$ cat config.mk
export PLATFORM = sky130hd
export DESIGN_NAME = ecc_scrub_ctrl
export DESIGN_NICKNAME = d
export VERILOG_FILES = /design/src/rtl/ecc_scrub_pkg.sv /design/src/rtl/ecc_scrub_timer.sv /design/src/rtl/ecc_scrub_ctrl.sv
export SDC_FILE = /design/constraint.sdc
export NUM_CORES = 1
export LEC_CHECK = 0
export BUFFER_PORTS_ARGS = -buffer_cell sky130_fd_sc_hd__buf_4
export CORE_ASPECT_RATIO = 1.5
export CORE_MARGIN = 4
export CORE_UTILIZATION = 25
export DETAILED_ROUTE_END_ITERATION = 10
export SYNTH_ARGS = -nofsm -noshare
export SYNTH_HDL_FRONTEND = slang
export SYNTH_SLANG_ARGS = --single-unit
$ cat constraint.sdc
create_clock -name clock -period 4.15 [get_ports clock]
set_input_delay 0.83 -clock clock [delete_from_list [all_inputs] [get_ports clock]]
set_output_delay 0.83 -clock clock [all_outputs]
set_load 0.01 [all_outputs]
$ cat src/rtl/ecc_scrub_pkg.sv
// Shared types and helpers for the ECC background scrubber.
// Holds the FSM state encoding, the SECDED width rule and counter saturation.
package ecc_scrub_pkg;

  typedef enum logic [2:0] {
    ST_IDLE,
    ST_WAIT,
    ST_RD,
    ST_CHK,
    ST_WR
  } scrub_state_t;

  localparam int TIMER_W = 16;
  localparam logic [15:0] CNT_SAT = 16'hFFFF;

  // Hamming check bits r satisfy 2^r >= data + r + 1; one extra overall parity bit.
  function automatic int secded_width(input int data_w);
    int r;
    r = 0;
    while ((1 << r) < (data_w + r + 1)) r++;
    return data_w + r + 1;
  endfunction

  function automatic logic [15:0] sat_inc(input logic [15:0] v);
    return (v == CNT_SAT) ? v : v + 16'd1;
  endfunction

endpackage

$ cat src/rtl/ecc_scrub_timer.sv
// Loadable down-counter pacing the gap between word scrubs.
// Load wins over decrement; the count parks at zero.
module ecc_scrub_timer
  import ecc_scrub_pkg::*;
(
  input  logic               clock,
  input  logic               reset_n,
  input  logic               load,
  input  logic [TIMER_W-1:0] load_val,
  input  logic               dec,
  output logic               zero
);

  logic [TIMER_W-1:0] count;

  always_ff @(posedge clock or negedge reset_n) begin
    if (!reset_n) begin
      count <= '0;
    end else if (load) begin
      count <= load_val;
    end else if (dec && (count != '0)) begin
      count <= count - TIMER_W'(1);
    end
  end

  assign zero = (count == '0);

endmodule

$ cat src/rtl/ecc_scrub_ctrl.sv
// Background scrubber: walks all addresses, reads each codeword through the
// shared SECDED decoder, writes back single-bit fixes and logs double-bit errors.
module ecc_scrub_ctrl
  import ecc_scrub_pkg::*;
#(
  parameter int ADDR_W = 4,
  parameter int DATA_W = 8,
  parameter int CODE_W = secded_width(DATA_W)
) (
  input  logic              clock,
  input  logic              reset_n,
  input  logic              scrub_en,
  input  logic [15:0]       interval,
  input  logic              host_busy,
  output logic              mem_req,
  output logic              mem_we,
  output logic [ADDR_W-1:0] mem_addr,
  output logic [CODE_W-1:0] mem_wdata,
  input  logic [CODE_W-1:0] mem_rdata,
  input  logic              mem_ack,
  output logic [CODE_W-1:0] dec_code,
  input  logic [CODE_W-1:0] dec_fixed,
  input  logic              dec_sbe,
  input  logic              dec_dbe,
  output logic [15:0]       sbe_count,
  output logic [15:0]       dbe_count,
  output logic [ADDR_W-1:0] dbe_addr,
  output logic              dbe_irq,
  output logic              pass_done
);

  scrub_state_t state_q, state_d;

  logic [ADDR_W-1:0] addr_q, addr_d;
  logic [ADDR_W-1:0] maddr_d, dbe_addr_d;
  logic [CODE_W-1:0] wdata_d, code_d;
  logic [15:0]       sbe_d, dbe_d;
  logic              req_d, we_d, irq_d, done_d;
  logic              timer_load, timer_dec, timer_zero;
  logic              advance;

  ecc_scrub_timer u_timer (
    .clock    (clock),
    .reset_n  (reset_n),
    .load     (timer_load),
    .load_val (interval),
    .dec      (timer_dec),
    .zero     (timer_zero)
  );

  always_ff @(posedge clock or negedge reset_n) begin
    if (!reset_n) begin
      state_q <= ST_IDLE;
    end else begin
      state_q <= state_d;
    end
  end

  // Every output is computed one cycle ahead here so it leaves a flop;
  // a pending transaction always finishes even if scrub_en drops meanwhile.
  always_comb begin
    state_d    = state_q;
    addr_d     = addr_q;
    timer_load = 1'b0;
    timer_dec  = 1'b0;
    advance    = 1'b0;
    req_d      = 1'b0;
    we_d       = 1'b0;
    maddr_d    = mem_addr;
    wdata_d    = mem_wdata;
    code_d     = dec_code;
    sbe_d      = sbe_count;
    dbe_d      = dbe_count;
    dbe_addr_d = dbe_addr;
    irq_d      = 1'b0;
    done_d     = 1'b0;

    unique case (state_q)
      ST_IDLE: begin
        if (scrub_en) begin
          timer_load = 1'b1;
          state_d    = ST_WAIT;
        end
      end
      ST_WAIT: begin
        if (!scrub_en) begin
          state_d = ST_IDLE;
        end else if (timer_zero && !host_busy) begin
          state_d = ST_RD;
          req_d   = 1'b1;
          maddr_d = addr_q;
        end else begin
          timer_dec = 1'b1;
        end
      end
      ST_RD: begin
        req_d = 1'b1;
        if (mem_ack) begin
          req_d   = 1'b0;
          code_d  = mem_rdata;
          state_d = ST_CHK;
        end
      end
      ST_CHK: begin
        if (dec_dbe) begin
          dbe_d      = sat_inc(dbe_count);
          dbe_addr_d = addr_q;
          irq_d      = 1'b1;
          advance    = 1'b1;
        end else if (dec_sbe) begin
          sbe_d   = sat_inc(sbe_count);
          wdata_d = dec_fixed;
          req_d   = 1'b1;
          we_d    = 1'b1;
          maddr_d = addr_q;
          state_d = ST_WR;
        end else begin
          advance = 1'b1;
        end
      end
      ST_WR: begin
        req_d = 1'b1;
        we_d  = 1'b1;
        if (mem_ack) begin
          req_d   = 1'b0;
          we_d    = 1'b0;
          advance = 1'b1;
        end
      end
      default: state_d = ST_IDLE;
    endcase

    if (advance) begin
      addr_d = addr_q + ADDR_W'(1);
      done_d = &addr_q;
      if (scrub_en) begin
        state_d    = ST_WAIT;
        timer_load = 1'b1;
      end else begin
        state_d = ST_IDLE;
      end
    end
  end

  always_ff @(posedge clock or negedge reset_n) begin
    if (!reset_n) begin
      addr_q    <= '0;
      mem_req   <= 1'b0;
      mem_we    <= 1'b0;
      mem_addr  <= '0;
      mem_wdata <= '0;
      dec_code  <= '0;
      sbe_count <= '0;
      dbe_count <= '0;
      dbe_addr  <= '0;
      dbe_irq   <= 1'b0;
      pass_done <= 1'b0;
    end else begin
      addr_q    <= addr_d;
      mem_req   <= req_d;
      mem_we    <= we_d;
      mem_addr  <= maddr_d;
      mem_wdata <= wdata_d;
      dec_code  <= code_d;
      sbe_count <= sbe_d;
      dbe_count <= dbe_d;
      dbe_addr  <= dbe_addr_d;
      dbe_irq   <= irq_d;
      pass_done <= done_d;
    end
  end

endmodule
Word level (Yosys, flattened, before mapping)
Index checks and enable logic that the tools add are counted.
{"block": "op_classes", "n_eq_ne": 16, "mux": 37, "bitwise_logic": 3, "n_reduce_logical": 17, "add_sub_neg": 4}
{"operator": "16-bit by 1-bit adder with 16-bit output (second input constant)", "n": 2}
{"operator": "16-bit == test (second input constant)", "n": 2}
{"operator": "16-bit 2-to-1 mux", "n": 2}
{"operator": "3-bit 2-to-1 mux", "n": 7}
{"operator": "1-bit 2-to-1 mux", "n": 19}
{"operator": "16-bit zero test", "n": 1}
{"operator": "4-bit 2-to-1 mux", "n": 4}
{"operator": "16-bit nonzero test", "n": 1}
{"operator": "16-bit by 1-bit subtractor with 16-bit output (second input constant)", "n": 1}
{"operator": "3-bit one-hot mux with 5 select lines", "n": 1}
{"operator": "3-bit inequality test (second input constant)", "n": 4}
{"operator": "2-bit inequality test (second input constant)", "n": 5}
{"operator": "4-bit one-hot mux with 2 select lines", "n": 1}
{"operator": "4-bit AND reduction", "n": 2}
{"operator": "3-bit by 2-bit == test with 1-bit output (second input constant)", "n": 2}
{"operator": "3-bit AND reduction", "n": 2}
{"operator": "6-bit AND reduction", "n": 1}
{"operator": "5-bit AND reduction", "n": 1}
{"operator": "4-bit by 1-bit adder with 4-bit output (second input constant)", "n": 1}
{"operator": "4-bit inequality test (second input constant)", "n": 1}
{"operator": "1-bit one-hot mux with 2 select lines", "n": 2}
{"operator": "2-bit AND reduction", "n": 2}
{"operator": "2-bit nonzero test", "n": 2}
{"operator": "3-bit by 1-bit == test with 1-bit output (second input constant)", "n": 1}
{"operator": "other kinds (7)", "n": 10}
{"block": "word_totals", "reg_bits": 93, "word_cells": 90, "output_inout_bits": 70}

Longest topological paths before layout
{"block": "logic_depth", "ltp_word": 8, "ltp_mapped": 7, "ltp_nobuf": 6}

By module
From an unflattened synthesis, not the netlist that was laid out.
{"block": "unflattened", "cells_unflattened": 374, "hier_area_um2": 4316.6}
{"mod": "ecc_scrub_ctrl", "area_each_um2": 3309.4, "cells_per_inst": 263, "instances": 1, "seq_area_each_um2": 1926.8}
{"mod": "ecc_scrub_timer", "area_each_um2": 1007.2, "cells_per_inst": 111, "instances": 1, "seq_area_each_um2": 400.4}

Worst setup path before layout
OpenSTA, ideal clock, no wires.
{"block": "synth_path", "kind": "in2reg", "start": "in scrub_en", "end": "reg u_timer.count[13]", "slack_ns": 1.883, "stages": 5, "setup_ns": 0.082, "n_path_buf": 1, "arrival_ns": 2.185, "path_cell_list": "nand4bb_1 clkbuf_1 or4_4 a2111o_1 a31oi_1"}
{"block": "synth_between", "elab_chain_cells": 5, "elab_cells_between_ends": 9}
{"item": "start, declared", "line": "ecc_scrub_ctrl.sv:12", "rtl": "input logic scrub_en,"}
{"item": "1-bit 2-to-1 mux", "line": "ecc_scrub_ctrl.sv:80", "rtl": "if (scrub_en) begin"}
{"item": "1-bit 2-to-1 mux", "line": "ecc_scrub_ctrl.sv:78", "rtl": "unique case (state_q)"}
{"item": "1-bit 2-to-1 mux", "line": "ecc_scrub_ctrl.sv:136", "rtl": "if (scrub_en) begin"}
{"item": "1-bit 2-to-1 mux", "line": "ecc_scrub_ctrl.sv:133", "rtl": "if (advance) begin"}
{"item": "16-bit 2-to-1 mux / 2-bit nonzero test (equally long branches)"}
{"item": "end signal, assigned", "line": "ecc_scrub_timer.sv:20", "rtl": "count <= load_val;"}
{"item": "end signal, assigned", "line": "ecc_scrub_timer.sv:22", "rtl": "count <= count - TIMER_W'(1);"}
{"item": "end, declared", "line": "ecc_scrub_timer.sv:14", "rtl": "logic [TIMER_W-1:0] count;"}
Parallel ways exist; a longest one is shown, timed or not.
A chain may end at the register's enable or synchronous reset.

Worst setup path in the final report
{"block": "layout_path", "start": "in scrub_en", "end": "reg u_timer.count[9]"}
Same word-level chain as after synthesis.

==> impl_metrics.tcl <==
set metrics [dict create \
    status "finished clean" \
    setup-violations-final 0 \
    cp_slowest_cell "or4_4" \
    initial_core_util 0.255 \
    cts.sinks 93 \
    worstMarginPinSlew_ps 1110 \
    r2r-end "u_timer.count[9]" \
    cp_num_buf_inv 1 \
    hp-class "reg -> reg" \
    routabilityCongestion 0.824 \
    crit_path_max_fanout 11 \
    multiInputGateArea_sq_mm 0.00200 \
    p_per_area_mw_per_mm2 394 \
    arrival_ps 2670 \
    synth-edff-count 0 \
    grt_pass1_vias 3912 \
    final_util 0.338 \
    synthCells 394 \
    cp_top_family "simple AND/OR/NAND/NOR gates" \
    drive_above_1_share 0.364 \
    synth_ff_type "dfrtp_1" \
    cp.required_ps 4410 \
    seqCellArea_sq_mm 0.00233 \
    die-area_sq_mm 0.0199 \
    nFillCells 1736 \
    vias_per_cell 4.97 \
    die_width_um 117 \
    insertion_delay_ps 350 \
    finalCriticalPeriod_ps 2410 \
    p_leak_nw 2.64 \
    ant_nets 0 \
    gr-total-overflow 0 \
    crit_chain "buf_4, nand4bb_1, or4_4, or4_1, a31oi_1" \
    die_y_um 171 \
    period_share 0.581 \
    drc_errors 0 \
    ys_seq_area_frac 0.527 \
    syn_avg_cell_area_sq_um 11.2 \
    syn_area_sq_mm 0.00442 \
    via_count 3625 \
    r2r_cells 4 \
    diodes 0 \
    min_path_cells 2 \
    cts_buffers 9 \
    ctsHoldBuffers 0 \
    h-tree-depth 3 \
    coreArea_sq_mm 0.0173 \
    crit_path_max_incr_delay_ps 690 \
    fin_tns_setup_ps 0 \
    drv_cap 0 \
    synthDistinctLibCells 57 \
    port-buffer-count 118 \
    rsz0062_at_grt "false" \
    ys_ff_latch 93 \
    cts.clk_slew.worst_paths_ps 70 \
    hold_ws_ps 487 \
    skew_ps 11.7 \
    postCtsSetupRepairBufs 0 \
    grt_max_degree 77 \
    grt_use_total 0.129 \
    cts_tree "yes" \
    ys_async_sr_fraction 1.00 \
    synth_warnings 0 \
    antenna_found_initial 0 \
    synth_nets 447 \
    max-vdd-ir-drop_mv 0.203 \
    hold_end "dbe_addr[3]" \
    rows 59 \
    wire_per_inst_um 17.0 \
    grt_pass1_wl_mm 20.0 \
    slew_headroom 0.258 \
    r2r_setup_slack_ps 1740 \
    clock.fmax_ghz 0.415 \
    drt_first_pass_iters 4 \
    drv_slew 0 \
    ios 119 \
    start_kind "input pin" \
    drt_iter0_drc 213 \
    root_buffer "clkbuf_16" \
    cp-end-kind "flop" \
    worstReg2RegStart "state_q[2]" \
    wirelength_mm 12.4 \
    min_from "dbe_addr[3]" \
    nets 565 \
    syn2layout_area_growth_pct 32.8 \
    clockBufferDepth 2 \
    hold_viol 0 \
    cts_resized 0 \
    path_class "in -> reg" \
    dp_hpwl_mm 9.21 \
]
## synth_stat cells (all sizes together), types with 2 or more instances
cell type | instances | area, sq um
and2 | 2 | 12.5
a21oi | 4 | 20.0
and4 | 6 | 52.6
nor3 | 19 | 95.1
o211ai | 8 | 60.1
o21ai | 13 | 68.8
o31ai | 6 | 45.0
nand3 | 17 | 85.1
or2 | 2 | 12.5
and3 | 10 | 62.6
or4 | 11 | 98.8
clkbuf | 11 | 41.3
dfrtp | 93 | 2330
xnor2 | 24 | 210
nand3b | 2 | 15.0
nand2 | 26 | 97.6
nand2b | 4 | 25.0
nand4 | 15 | 93.8
inv | 9 | 33.8
mux2i | 3 | 30.0
nor4 | 5 | 31.3
nor2 | 14 | 52.6
mux2 | 36 | 405
a31oi | 12 | 75.1
o22ai | 2 | 12.5
buf | 3 | 13.8
or3 | 6 | 37.5
ha | 4 | 50.1
nand4b | 3 | 26.3
## through the flow
step	setup slack [ps]	power, mW	instance area [sq um]	instances
floorplan	1880	1.24	4420	394
global placement	1460	1.40	5540	714
detailed placement	1420	1.42	5540	714
CTS	1740	2.34	5870	730
global route	1610	2.43	5870	730
finish	1740	2.31	5870	730
## worst max path at each step
stage	slack, ps	to	cells past startpoint	from
6_report	1740	u_timer.count[9]	5	scrub_en
5_1_grt	1610	u_timer.count[10]	6	u_timer.count[0]
4_1_cts	1740	u_timer.count[9]	4	state_q[2]
3_5_place_dp	1420	u_timer.count[6]	6	dec_dbe
3_3_place_gp	1460	u_timer.count[6]	6	dec_dbe
2_1_floorplan	1880	u_timer.count[13]	5	scrub_en
## registers in the layout, indices dropped and copies added, names as in the netlist, 3 cells and up
signal	flops
state_q	3
addr_q	4
mem_wdata	13
u_timer.count	16
dbe_addr	4
sbe_count	16
mem_addr	4
dec_code	13
dbe_count	16
## cells in the final DEF (no fill, tap or decap), types with 2 or more instances in the layout
master,synthesis,layout
nand3b_1,2,2
mux2i_1,3,3
dfrtp_1,93,93
ha_1,4,4
or4_1,6,6
inv_1,9,9
or3_1,6,6
and4_1,6,6
nand3_1,17,17
clkbuf_16,0,9
o21ai_0,12,12
and2_1,2,2
nor2_1,14,14
a21oi_1,4,4
and3_1,10,10
buf_4,0,121
nand4_1,15,15
nand2_1,26,26
a31oi_1,12,12
o31ai_1,6,6
nor4_1,5,5
o211ai_1,8,8
nand2b_1,4,4
mux2_2,36,36
bufinv_16,0,2
xnor2_1,24,24
clkinv_2,0,2
nor3_1,19,19
o22ai_1,2,2
or2_2,2,2
nand4b_1,3,3
or4_4,4,4
## worst register-to-register path, cell delays in order (launching register included)
cell and delay, ps:
dfrtp_1 470, nand4bb_1 530, or4_4 690, or4_1 420
a31oi_1 200
## final cells by class
cell class	count	share of cell area
Clock buffer	10	0.0407
Tap cell	213	0.0454
Inverter	10	0.00640
Clock inverter	6	0.0147
Sequential cell	93	0.397
Timing Repair Buffer	121	0.155
Multi-Input combinational cell	277	0.341
## kinds of logic (layout without fill, tap and decap cells)
group	Yosys count	count (layout)	share of synthesized area
xor+xnor	25	25	0.0496
simple gates	151	151	0.201
compound gates	58	58	0.0912
fa+ha+maj	4	4	0.0113
flops	93	93	0.527
mux	39	39	0.0986
buf+inv	24	147	0.0210
## report_power, final
group / switching [mW] / total [mW] / leakage (nW) / internal, mW
Sequential: 0.0931 / 1.08 / 1.21 / 0.990
Combinational: 0.148 / 0.315 / 1.27 / 0.167
Clock: 0.367 / 0.911 / 0.158 / 0.543
Total: 0.608 / 2.31 / 2.64 / 1.70
## layer usage
metal  share of wire  track usage
met5               0            0
met4           0.025       0.0550
met3           0.059       0.0389
met2            0.54        0.232
met1            0.38        0.137
(Power assumes the default switching activity.)
